==> src/rtl/puf_response_collector.sv <==
// ---------------------------------------------------------------------------
// puf_response_collector
//
// Sits behind the arbiter flip-flop at the end of an arbiter-PUF's two delay
// chains. For every response bit it launches VOTES races. Each race waits
// SETTLE_CYCLES cycles and then samples the arbiter output. The bit is the
// majority of those samples. When all RESP_BITS bits are collected, the
// response is offered to the consumer with a valid/ready handshake.
//
// Timing of one bit:
//   VOTES x (FIRE + SETTLE_CYCLES x SETTLE + SAMPLE), then one DECIDE cycle.
// resp_valid goes high RESP_BITS*(VOTES*(SETTLE_CYCLES+2)+1) cycles after
// the edge that accepts start.
//
// Ports
//   Clk           system clock, rising edge
//   Reset         synchronous, active-high reset (aborts any collection)
//   start         request a new response (only looked at while idle)
//   arb_q         arbiter flip-flop Q (only looked at in the sample cycle)
//   fire          one-cycle pulse that launches a race
//   chal_idx      index of the bit/challenge being collected
//   busy          high whenever the collector is not idle
//   resp_data     assembled response; bit i is the majority for chal_idx=i
//   resp_valid    response available
//   resp_ready    consumer accepts the response
//   unstable_mask (only with STABILITY_FLAG_EN) bit i set when the votes
//                 for bit i were not unanimous
//
// Build option
//   STABILITY_FLAG_EN  adds the unstable_mask output and its logic.
// ---------------------------------------------------------------------------
module puf_response_collector #(
  parameter  int RESP_BITS     = 32,
  parameter  int VOTES         = 7,
  parameter  int SETTLE_CYCLES = 4,
  localparam int IDX_W         = (RESP_BITS > 1) ? $clog2(RESP_BITS) : 1
) (
  input  logic                 Clk,
  input  logic                 Reset,
  input  logic                 start,
  input  logic                 arb_q,
  output logic                 fire,
  output logic [IDX_W-1:0]     chal_idx,
  output logic                 busy,
  output logic [RESP_BITS-1:0] resp_data,
  output logic                 resp_valid,
`ifdef STABILITY_FLAG_EN
  output logic [RESP_BITS-1:0] unstable_mask,
`endif
  input  logic                 resp_ready
);

  localparam int CNT_W = $clog2(VOTES + 1);
  localparam int SET_W = $clog2(SETTLE_CYCLES + 1);

  localparam logic [IDX_W-1:0] LAST_IDX    = IDX_W'(RESP_BITS - 1);
  localparam logic [CNT_W-1:0] LAST_VOTE   = CNT_W'(VOTES - 1);
  localparam logic [CNT_W-1:0] ALL_VOTES   = CNT_W'(VOTES);
  localparam logic [CNT_W-1:0] HALF_VOTES  = CNT_W'(VOTES / 2);
  localparam logic [SET_W-1:0] LAST_SETTLE = SET_W'(SETTLE_CYCLES - 1);

  typedef enum logic [2:0] {
    S_IDLE,
    S_FIRE,
    S_SETTLE,
    S_SAMPLE,
    S_DECIDE,
    S_DONE
  } state_t;

  state_t           state;
  state_t           state_nxt;
  logic [SET_W-1:0] settle_cnt;
  logic [CNT_W-1:0] vote_cnt;
  logic [CNT_W-1:0] ones_cnt;
  logic             maj_bit;

  // The bit is 1 when strictly more than half of the votes were 1.
  // Because VOTES is odd, a tie cannot happen.
  assign maj_bit = (ones_cnt > HALF_VOTES);

  // ---------------------------------------------------------------------
  // State register
  // ---------------------------------------------------------------------
  // NOTE: sequential state uses non-blocking assignments so every register
  // samples the values from before the edge, whatever order the blocks run in.
  always_ff @(posedge Clk) begin
    if (Reset) state <= S_IDLE;
    else       state <= state_nxt;
  end

  // ---------------------------------------------------------------------
  // Next-state logic
  // ---------------------------------------------------------------------
  // NOTE: assign state_nxt a default before the case. Then every path
  // assigns it, and no latch is inferred.
  always_comb begin
    state_nxt = state;
    unique case (state)
      S_IDLE:   if (start) state_nxt = S_FIRE;
      S_FIRE:   state_nxt = S_SETTLE;
      S_SETTLE: if (settle_cnt == LAST_SETTLE) state_nxt = S_SAMPLE;
      S_SAMPLE: state_nxt = (vote_cnt == LAST_VOTE) ? S_DECIDE : S_FIRE;
      S_DECIDE: state_nxt = (chal_idx == LAST_IDX) ? S_DONE : S_FIRE;
      S_DONE:   if (resp_ready) state_nxt = S_IDLE;
      default:  state_nxt = S_IDLE;
    endcase
  end

  // Outputs are decoded from the state. As a result they are all 0 in IDLE,
  // which is also the reset state.
  assign fire       = (state == S_FIRE);
  assign busy       = (state != S_IDLE);
  assign resp_valid = (state == S_DONE);

  // ---------------------------------------------------------------------
  // Counters and response assembly
  // ---------------------------------------------------------------------
  // chal_idx moves only when DECIDE exits, and it returns to 0 when the
  // response is handed off. It therefore stays constant from the first
  // FIRE of a bit through that bit's DECIDE.
  always_ff @(posedge Clk) begin
    if (Reset) begin
      settle_cnt <= '0;
      vote_cnt   <= '0;
      ones_cnt   <= '0;
      chal_idx   <= '0;
      resp_data  <= '0;
    end else begin
      unique case (state)
        S_FIRE:   settle_cnt <= '0;
        S_SETTLE: settle_cnt <= settle_cnt + 1'b1;
        S_SAMPLE: begin
          ones_cnt <= ones_cnt + CNT_W'(arb_q);
          vote_cnt <= vote_cnt + 1'b1;
        end
        S_DECIDE: begin
          resp_data[chal_idx] <= maj_bit;
          ones_cnt            <= '0;
          vote_cnt            <= '0;
          if (chal_idx != LAST_IDX) chal_idx <= chal_idx + 1'b1;
        end
        S_DONE:   if (resp_ready) chal_idx <= '0;
        default:  ;
      endcase
    end
  end

`ifdef STABILITY_FLAG_EN
  // A bit is flagged when its votes disagreed, meaning the race is close
  // enough to flip from one evaluation to the next. The mask is cleared when
  // a new collection is accepted. It is then valid alongside resp_valid.
  always_ff @(posedge Clk) begin
    if (Reset) begin
      unstable_mask <= '0;
    end else if (state == S_IDLE && start) begin
      unstable_mask <= '0;
    end else if (state == S_DECIDE) begin
      unstable_mask[chal_idx] <= (ones_cnt != '0) && (ones_cnt != ALL_VOTES);
    end
  end
`endif

endmodule

==> config.mk <==
export PLATFORM = sky130hd
export DESIGN_NAME = puf_response_collector
export DESIGN_NICKNAME = d
export VERILOG_FILES = /design/src/rtl/puf_response_collector.sv
export SDC_FILE = /design/constraint.sdc
export NUM_CORES = 1
export LEC_CHECK = 0
export ABC_AREA = 1
export BUFFER_PORTS_ARGS = -buffer_cell sky130_fd_sc_hd__buf_2
export CELL_PAD_IN_SITES_DETAIL_PLACEMENT = 0
export CELL_PAD_IN_SITES_GLOBAL_PLACEMENT = 1
export CORE_UTILIZATION = 35
export DETAILED_ROUTE_END_ITERATION = 8
export PLACE_DENSITY_LB_ADDON = 0.1
export SYNTH_ARGS = -nofsm -noshare
export SYNTH_HDL_FRONTEND = slang
export SYNTH_SLANG_ARGS = --single-unit
==> constraint.sdc <==
create_clock -name Clk -period 3.3 [get_ports Clk]
set_input_delay 0.495 -clock Clk [delete_from_list [all_inputs] [get_ports Clk]]
set_output_delay 0.495 -clock Clk [all_outputs]
set_load 0.05 [all_outputs]
==> flow_summary.ini <==
[clock_tree]
cts_num_sinks = 49
clkLatencyLatePin_ns = 0.31
cts_setup_buffers = 0
postCtsHoldBufs = 0
cts_max_level = 2
clkSlewWorstSetupHoldPaths_ns = 0.09
cts-root-buf = clkbuf_8
cts_buffers = 5
cts_resized = 0
cts.path.max_buffers = 2
cts_tree = built

[yosys]
synthMostInstantiatedCell = nand2_1
syn-num-nets = 339
syn_area_per_cell_um2 = 7.538
ys_warn_count = 0
seq_area_frac_synth_pct = 40.29
synth_edf_count = 0
synthArstFlopShare_pct = 0
synth_area_leaders = dfxtp_1 40%, nand2_1 12%, a21oi_1 9.0%, nand3_1 8.2%, ha_1 5.7%
synth_cells = 323
netlist.area_leader.share_pct = 40.29
ys.flop_type = dfxtp_1
yosys.area.top_type = dfxtp_1
synth_seq_cells = 49
yosys-top-cells-count = 75 x nand2_1, 49 x dfxtp_1, 44 x a21oi_1
ys_types = 29
synth.cell_area_mm2 = 0.002435

[floorplanning]
pin_count = 45
fp.coreArea_mm2 = 0.006756
die_h_um = 85.41
start_util_pct = 36.04
die_area_mm2 = 0.007294
die_x_um = 85.41
num_rows = 30

[critical_path]
cp.arrival_ns = 1.46
required_ns = 2.80
cpPeakStageDelay_ns = 0.47
endpoint_kind = output pin
cp_top_family = buffers and inverters
path_max_fanout = 8
critPathKind = register to output pin
cp-start-kind = register
cp_num_buf_inv = 3
path_cells = clkinv_1, nand3_1, inv_1, buf_2
crit_slowest_cell = dfxtp_1

[sta]
fin_skew_ns = 0.01385
tightest_slew_ns = 0.5722
min_period_ns = 1.953
finalSetupViolCount = 0
hold_viol = 0
tns_ns = 0
slew_headroom_pct = 61.65
rsz0062_at_grt = no
fmax_mhz = 512.1
fin_crit_sh_pct = 59.17
maxSlewViolCount = 0
hold_ws_ns = 0.4559

[place]
io_buffer_count = 44
dp_cells = 433
dp_hpwl_um = 3857
placed_area_mm2 = 0.002663
gp_congestion = 0.7603

[outcome]
outcome = finished clean

[cells_and_area]
final_layout_size_suffix_gt1_share_pct = 21.33
final_area_mm2 = 0.002778
final_nets = 376
layout.cells.non_filler = 441
synthToLayoutAreaGrowth_pct = 14.08
n_fill_cell = 755
num_antenna_cells = 0

[route]
firstDrtPassIters = 4
via_count = 2112
wl_um = 5711
wl_per_cell_um = 12.95
ant_nets = 0
drt_iter0_drc = 116
vias_per_cell = 4.789
drt_drc_violations_left = 0

[power_and_ir_drop]
p_leak_uw = 0.001203
p_total_uw = 1146
p_sw_uw = 297.4
power_density_mw_per_mm2 = 412.7
swShare_pct = 25.95
internal_power_uw = 848.8
ir_drop_uv = 205.1
clock_power_share_pct = 39.3
p_comb_share_pct = 7.4
pwr-share-seq_pct = 53.3

[global_routing]
grt_overflow = 0
antenna_found_initial = 0
grt_pass1_wl_um = 9542
grt_usage_pct = 16.72
grt_max_degree = 34
grt_pass1_vias = 1913

[flow_run]
maxCapViolCount = 0

[min_path]
min_path_type = register to register
[cells in the final DEF (no fill, tap or decap), drive strengths merged, types with 2 or more instances in the layout]
master,count
a21oi,44
buf,46
clkbuf,5
clkinv,2
dfxtp,49
ha,11
inv,31
nand2,79
nand3,43
nand4,2
nor2,22
nor3,9
o21ai,11
or2,2
[area by class of cell]
cell class / instances / area [um2] / area share, %
clock buffers: 5 / 68.82 / 2.477
clock inverters: 3 / 46.29 / 1.667
inverters: 32 / 135.1 / 4.865
multi-input cells: 226 / 1211 / 43.60
flip-flops and latches: 49 / 980.9 / 35.32
well taps: 80 / 100.1 / 3.604
repair buffers: 46 / 235.2 / 8.468
[path summary, 6_finish.rpt]
path | from | to | slack, ns | cells after the start
worst max-delay path | state[2]$_SDFFE_PP0P_ | fire | 1.35 | 4
worst min register to register | vote_cnt[2]$_SDFFE_PP0P_ | vote_cnt[2]$_SDFFE_PP0P_ | 0.46 | 1
worst min-delay path | vote_cnt[2]$_SDFFE_PP0P_ | vote_cnt[2]$_SDFFE_PP0P_ | 0.46 | 1
worst max register to register | chal_idx[2]$_SDFFE_PP0P_ | chal_idx[2]$_SDFFE_PP0P_ | 1.52 | 7
[through the flow]
| step | worst slack, ns | util (%) |
|---|---|---|
| final | 1.347 | 41.11 |
| after floorplan | 1.434 | - |
| after global routing | 1.243 | 41.11 |
| after CTS | 1.342 | 41.11 |
| after detailed placement | 1.495 | 39.41 |
| after global placement | 1.575 | 39.41 |
[state kept, by name, summed over array words and instances (netlist names)]
register	count
settle_cnt	3
state	3
ones_cnt	3
vote_cnt	3
resp_data	32
chal_idx	5
[power by group through the flow]
stage	sequential (uW)	combinational (uW)	clock (uW)
5_1_grt	612	92.5	485
2_1_floorplan	618	74.9	0
4_1_cts	611	85.2	462
6_report	611	84.6	451
3_3_place_gp	624	85.0	0
3_5_place_dp	625	84.8	0
[logic make-up (layout without fill, tap and decap cells)]
family | after synthesis | in the layout | share of synthesized area (%)
simple gates | 157 | 157 | 31.86
xor+xnor | 1 | 1 | 0.3598
buf+inv | 48 | 86 | 9.969
compound gates | 57 | 57 | 11.87
flops | 49 | 49 | 40.29
fa+ha+maj | 11 | 11 | 5.653
[layer usage]
metal	part of all wire [%]	routed length, um	track usage [%]	vias to the layer above
met3	4.8	276	3.988	5
met1	53	3010	24.46	945
met5	0	0	0	-
met4	1.0	57	4.091	0
li1	-	-	-	1130
met2	41	2365	24.65	32
Note: power is estimated with default switching activity, not from simulation.
